File: src/rtl/updown_mod_counter_pkg.sv
// Shared counter definitions: end-of-range behaviour and the load clamp.
// Timer blocks reuse these through import counter_pkg::*.
package counter_pkg;

    typedef enum logic {
        CNT_WRAP,
        CNT_SAT
    } cnt_mode_e;

    // Out-of-range load values go to the last legal count, never past it
    function automatic int clamp_mod(input int value, input int modulus);
        return (value > modulus - 1) ? modulus - 1 : value;
    endfunction

endpackage

File: src/rtl/updown_mod_counter_if.sv
// Command/status bundle of the up/down modulo counter.
// No handshake: command inputs are sampled on every rising clk edge; status is always valid.
interface updown_mod_counter_if #(
    parameter int WIDTH = 4
);
    logic             en;
    logic             up;
    logic             clear;
    logic             load;
    logic [WIDTH-1:0] load_val;
    logic [WIDTH-1:0] count;
    logic             tc;
    logic             wrapped;

    modport master (
        output en, up, clear, load, load_val,
        input  count, tc, wrapped
    );

    modport slave (
        input  en, up, clear, load, load_val,
        output count, tc, wrapped
    );
endinterface

File: src/rtl/updown_mod_counter_step.sv
// Combinational next-count and rollover decode for one enabled step.
// Arithmetic is WIDTH+1 bits so a full 2**WIDTH range never truncates.
module counter_step
    import counter_pkg::*;
#(
    parameter int        WIDTH   = 4,
    parameter int        MODULUS = 2 ** WIDTH,
    parameter cnt_mode_e MODE    = CNT_WRAP
) (
    input  logic [WIDTH-1:0] count,
    input  logic             up,
    output logic [WIDTH-1:0] next,
    output logic             roll
);

    localparam logic [WIDTH:0] MOD_W  = (WIDTH + 1)'(MODULUS);
    localparam logic [WIDTH:0] LAST_W = (WIDTH + 1)'(MODULUS - 1);

    logic [WIDTH:0] wide;
    logic [WIDTH:0] inc;
    logic [WIDTH:0] dec;
    logic           at_top;
    logic           at_bottom;

    assign wide      = {1'b0, count};
    assign inc       = wide + (WIDTH + 1)'(1);
    assign dec       = wide - (WIDTH + 1)'(1);
    // Reaching MODULUS on increment, or borrowing on decrement, marks the range end
    assign at_top    = (inc == MOD_W);
    assign at_bottom = dec[WIDTH];

    always_comb begin
        next = count;
        roll = 1'b0;
        if (up) begin
            if (!at_top) begin
                next = inc[WIDTH-1:0];
            end else if (MODE == CNT_WRAP) begin
                next = '0;
                roll = 1'b1;
            end
        end else begin
            if (!at_bottom) begin
                next = dec[WIDTH-1:0];
            end else if (MODE == CNT_WRAP) begin
                next = LAST_W[WIDTH-1:0];
                roll = 1'b1;
            end
        end
    end

endmodule

File: src/rtl/updown_mod_counter.sv
// Up/down modulo counter with clear > load > enable priority, wrap or saturate ends,
// combinational terminal count and a registered one-cycle rollover pulse.
module updown_mod_counter
    import counter_pkg::*;
#(
    parameter int        WIDTH   = 4,
    parameter int        MODULUS = 2 ** WIDTH,
    parameter cnt_mode_e MODE    = CNT_WRAP
) (
    input  logic                 clk,
    input  logic                 reset,
    updown_mod_counter_if.slave  bus
);

    generate
        if (MODULUS < 2 || MODULUS > 2 ** WIDTH) begin : g_bad_modulus
            $error("updown_mod_counter: MODULUS must be in 2..2**WIDTH");
        end
    endgenerate

    localparam logic [WIDTH-1:0] LAST = WIDTH'(MODULUS - 1);

    logic [WIDTH-1:0] count_q;
    logic             wrapped_q;
    logic [WIDTH-1:0] step_next;
    logic             step_roll;
    logic [WIDTH-1:0] load_clamped;

    counter_step #(
        .WIDTH   (WIDTH),
        .MODULUS (MODULUS),
        .MODE    (MODE)
    ) u_step (
        .count (count_q),
        .up    (bus.up),
        .next  (step_next),
        .roll  (step_roll)
    );

    assign load_clamped = WIDTH'(clamp_mod(int'({1'b0, bus.load_val}), MODULUS));

    always_ff @(posedge clk or negedge reset) begin
        if (!reset) begin
            count_q   <= '0;
            wrapped_q <= 1'b0;
        end else if (bus.clear) begin
            count_q   <= '0;
            wrapped_q <= 1'b0;
        end else if (bus.load) begin
            count_q   <= load_clamped;
            wrapped_q <= 1'b0;
        end else if (bus.en) begin
            count_q   <= step_next;
            wrapped_q <= step_roll;
        end else begin
            wrapped_q <= 1'b0;
        end
    end

    // tc warns that the next enabled edge reaches the end, in either mode
    always_comb begin
        bus.tc = bus.en & ((bus.up & (count_q == LAST)) | (~bus.up & (count_q == '0)));
    end

    assign bus.count   = count_q;
    assign bus.wrapped = wrapped_q;

endmodule

File: src/flat_wrapper.sv
// flat-port wrapper written by rule: the top's interface ports become plain ports
module updown_mod_counter_flat import counter_pkg::*;
#(
    parameter int        WIDTH   = 4,
    parameter int        MODULUS = 2 ** WIDTH,
    parameter cnt_mode_e MODE    = CNT_WRAP
)
  (clk, reset, bus_en, bus_up, bus_clear, bus_load, bus_load_val, bus_count, bus_tc, bus_wrapped);
  updown_mod_counter_if #(.WIDTH(WIDTH)) bus_i ();
  input  logic clk;
  input  logic reset;
  input wire logic [$bits(bus_i.en)-1:0] bus_en;
  input wire logic [$bits(bus_i.up)-1:0] bus_up;
  input wire logic [$bits(bus_i.clear)-1:0] bus_clear;
  input wire logic [$bits(bus_i.load)-1:0] bus_load;
  input wire logic [$bits(bus_i.load_val)-1:0] bus_load_val;
  output wire logic [$bits(bus_i.count)-1:0] bus_count;
  output wire logic [$bits(bus_i.tc)-1:0] bus_tc;
  output wire logic [$bits(bus_i.wrapped)-1:0] bus_wrapped;
  assign bus_i.en = bus_en;
  assign bus_i.up = bus_up;
  assign bus_i.clear = bus_clear;
  assign bus_i.load = bus_load;
  assign bus_i.load_val = bus_load_val;
  assign bus_count = bus_i.count;
  assign bus_tc = bus_i.tc;
  assign bus_wrapped = bus_i.wrapped;
  updown_mod_counter #(.WIDTH(WIDTH), .MODULUS(MODULUS), .MODE(MODE)) u_core (.clk(clk), .reset(reset), .bus(bus_i));
endmodule
File: config.mk
export PLATFORM = sky130hd
export DESIGN_NAME = updown_mod_counter_flat
export DESIGN_NICKNAME = d
export VERILOG_FILES = /design/src/rtl/updown_mod_counter_pkg.sv /design/src/rtl/updown_mod_counter_if.sv /design/src/rtl/updown_mod_counter_step.sv /design/src/rtl/updown_mod_counter.sv /design/src/flat_wrapper.sv
export SDC_FILE = /design/constraint.sdc
export NUM_CORES = 1
export LEC_CHECK = 0
export BUFFER_PORTS_ARGS = -buffer_cell sky130_fd_sc_hd__buf_4
export CAP_MARGIN = 20
export CELL_PAD_IN_SITES_DETAIL_PLACEMENT = 0
export CELL_PAD_IN_SITES_GLOBAL_PLACEMENT = 1
export CORE_MARGIN = 3
export CORE_UTILIZATION = 25
export CTS_CLUSTER_DIAMETER = 30
export DETAILED_ROUTE_END_ITERATION = 8
export GPL_ROUTABILITY_DRIVEN = 1
export PLACE_DENSITY = 0.63
export SKIP_CTS_REPAIR_TIMING = 1
export SYNTH_ARGS = -nofsm -noshare
export SYNTH_HDL_FRONTEND = slang
export SYNTH_SLANG_ARGS = --single-unit
File: constraint.sdc
create_clock -name clk -period 2 [get_ports clk]
set_input_delay 0.2 -clock clk [delete_from_list [all_inputs] [get_ports clk]]
set_output_delay 0.2 -clock clk [all_outputs]
set_load 0.01 [all_outputs]
==> flow_summary.yaml <==
status:
  outcome: "complete, no violations"
cells_and_area:
  layout_common_cells: "16 x buf_4, 5 x dfrtp_1, 4 x inv_1"
  num-nets-final: 80
  fin_cells: 90
  antenna_cells: 0
  syn_to_final_growth_pct: 34.6
  mostFrequentLayoutCell: "buf_4"
  drive_above_1_share_pct: 34.8
timing:
  finalClockSkew_ps: 0.555
  rsz0062_at_grt: "no"
  fin_setup_tns_ps: 0
  fin_crit_ps: 1860
  tightest_slew_ps: 361
  setup_viol: 0
  drv_slew: 0
  finalHoldViolCount: 0
  relSlewSlack_pct: 75.3
  max_freq_ghz: 0.537
  period_share_pct: 93.1
clock_tree:
  path_clk_slew_ps: 40
  cts_inserted_buffers: 3
  cts_max_level: 1
  cts-root-buf: "clkbuf_4"
  clkLatencyLatePin_ps: 240
  cts_tree: "done"
  clk_path_buf_depth: 2
  clock_sinks: 5
synth:
  avgSynthCellArea_um2: 9.57
  synth-async-reset-ratio_pct: 100
  yosysWarnings: 0
  ys_ff_latch: 5
  postSynthNetCount: 61
  synth-edff-count: 0
  synthCells: 48
  synth_area_um2: 459
  synth_top_flop_cell: "dfrtp_1"
  ys_types: 30
  ys_seq_area_share_pct: 27.2
place:
  dp_hpwl_um: 918
  io_buffers: 15
  place.gp.congestion: 0.759
  post-place-cells: 85
drt:
  drt_pre_antenna_iters: 4
  dr_total_vias: 441
  viasPerCell: 4.90
  drcViolationCount: 0
  wirelength_mm: 1.20
  detail_route.wl_per_cell_um: 13.4
  drt_iter0_drc: 3
  ant_nets: 0
grt:
  grt_pass1_wl_mm: 1.94
  grt_usage_pct: 10.4
  grt.overflow.total: 0
  grt_max_degree: 13
  antenna_found_initial: 0
  grt_pass1_vias: 438
setup_path:
  crit_path_end_kind: "primary output"
  critical_path.max_fanout: 7
  start_kind: "flip-flop"
  crit_required_ps: 1800
  critPathTopFamily: "flip-flops"
  crit_chain: "inv_1, ha_1, or4b_1, a21boi_1, buf_4"
  worstPathArrival_ps: 1660
  slowest_delay_ps: 430
  path_class: "reg2out"
  critPathBufInv: 2
  slowest_stage: "dfrtp_1"
die:
  coreArea_mm2: 0.00161
  ios: 16
  chipHeight_um: 48.9
  rows: 14
  dieArea_mm2: 0.00239
  dieWidth_um: 48.9
  start_util_pct: 28.5
pwr:
  p_per_area_mw_per_mm2: 540
  p_leak_nw: 0.270
  vdd_drop_max_v: 0.000400
run:
  drv_cap: 0
worst_hold_path:
  hold_class: "in2reg"
per-layer routing:
layer,wire length [um],vias to the layer above,global-route usage (%)
met2,597,11,17.6
met3,36,2,4.28
li1,-,220,-
met4,15,0,2.84
met1,554,208,11.9
met5,0,-,0
metrics by stage:
step | total power, mW | cell area [um^2] | util [%] | hold WS [ps] | setup WS, ps
5_1_grt | 0.366 | 618 | 38.4 | 183 | 6.87
3_3_place_gp | 0.220 | 582 | 36.1 | 9.87 | 371
2_1_floorplan | 0.178 | 459 | - | -95.6 | 383
3_5_place_dp | 0.219 | 582 | 36.1 | 8.33 | 353
4_1_cts | 0.341 | 608 | 37.7 | -251 | 86.3
6_report | 0.334 | 618 | 38.4 | 193 | 138
registers in the layout (all words and copies together), names as in the netlist:
signal and count:
u_core.bus.count 4, u_core.bus.wrapped 1
worst paths after layout:
check | depth (start not counted) | to | slack [ps] | startpoint
max in group asynchronous | 2 | u_core.bus.count[2] | 1580 | reset
setup reg to reg | 5 | u_core.bus.count[2] | 370 | u_core.bus.count[0]
min in group asynchronous | 2 | u_core.bus.count[1] | 310 | reset
hold reg to reg | 3 | u_core.bus.wrapped | 730 | u_core.bus.count[2]
hold / removal | 2 | u_core.bus.count[0] | 190 | bus_clear
setup / recovery | 5 | bus_tc | 140 | u_core.bus.count[0]
layout make-up:
type | count | area (um^2)
fill | 183 | 993
multi-input combinational | 36 | 292
timing repair buffer | 17 | 130
sequential | 5 | 125
tap | 24 | 30.0
clock buffer | 4 | 26.3
inverter | 4 | 15.0
power breakdown:
| part | switching [mW] | internal, mW | leakage [nW] |
|---|---|---|---|
| clock | 0.0388 | 0.0753 | 0.0150 |
| combinational | 0.0472 | 0.0529 | 0.189 |
| sequential | 0.0118 | 0.108 | 0.0661 |
| total | 0.0978 | 0.236 | 0.270 |
cell families (layout without fill, tap and decap cells):
group	count (synthesis)	in the layout	share of synthesized area, %
compound gates	11	11	19.6
fa+ha+maj	3	3	8.18
buf+inv	7	25	9.26
flops	5	5	27.2
mux	1	1	3.27
simple gates	21	21	32.4
Yosys cell counts, types with 2 or more instances:
library cell	n	area share, %
a21oi_1	2	2.2
nor3b_1	3	4.9
nor2_1	2	1.6
nand3b_1	2	3.3
o211ai_1	2	3.3
buf_6	2	4.9
nor3_1	2	2.2
a2111oi_2	2	6.5
ha_1	3	8.2
dfrtp_1	5	27
inv_1	4	3.3
(Power assumes the default switching activity.)
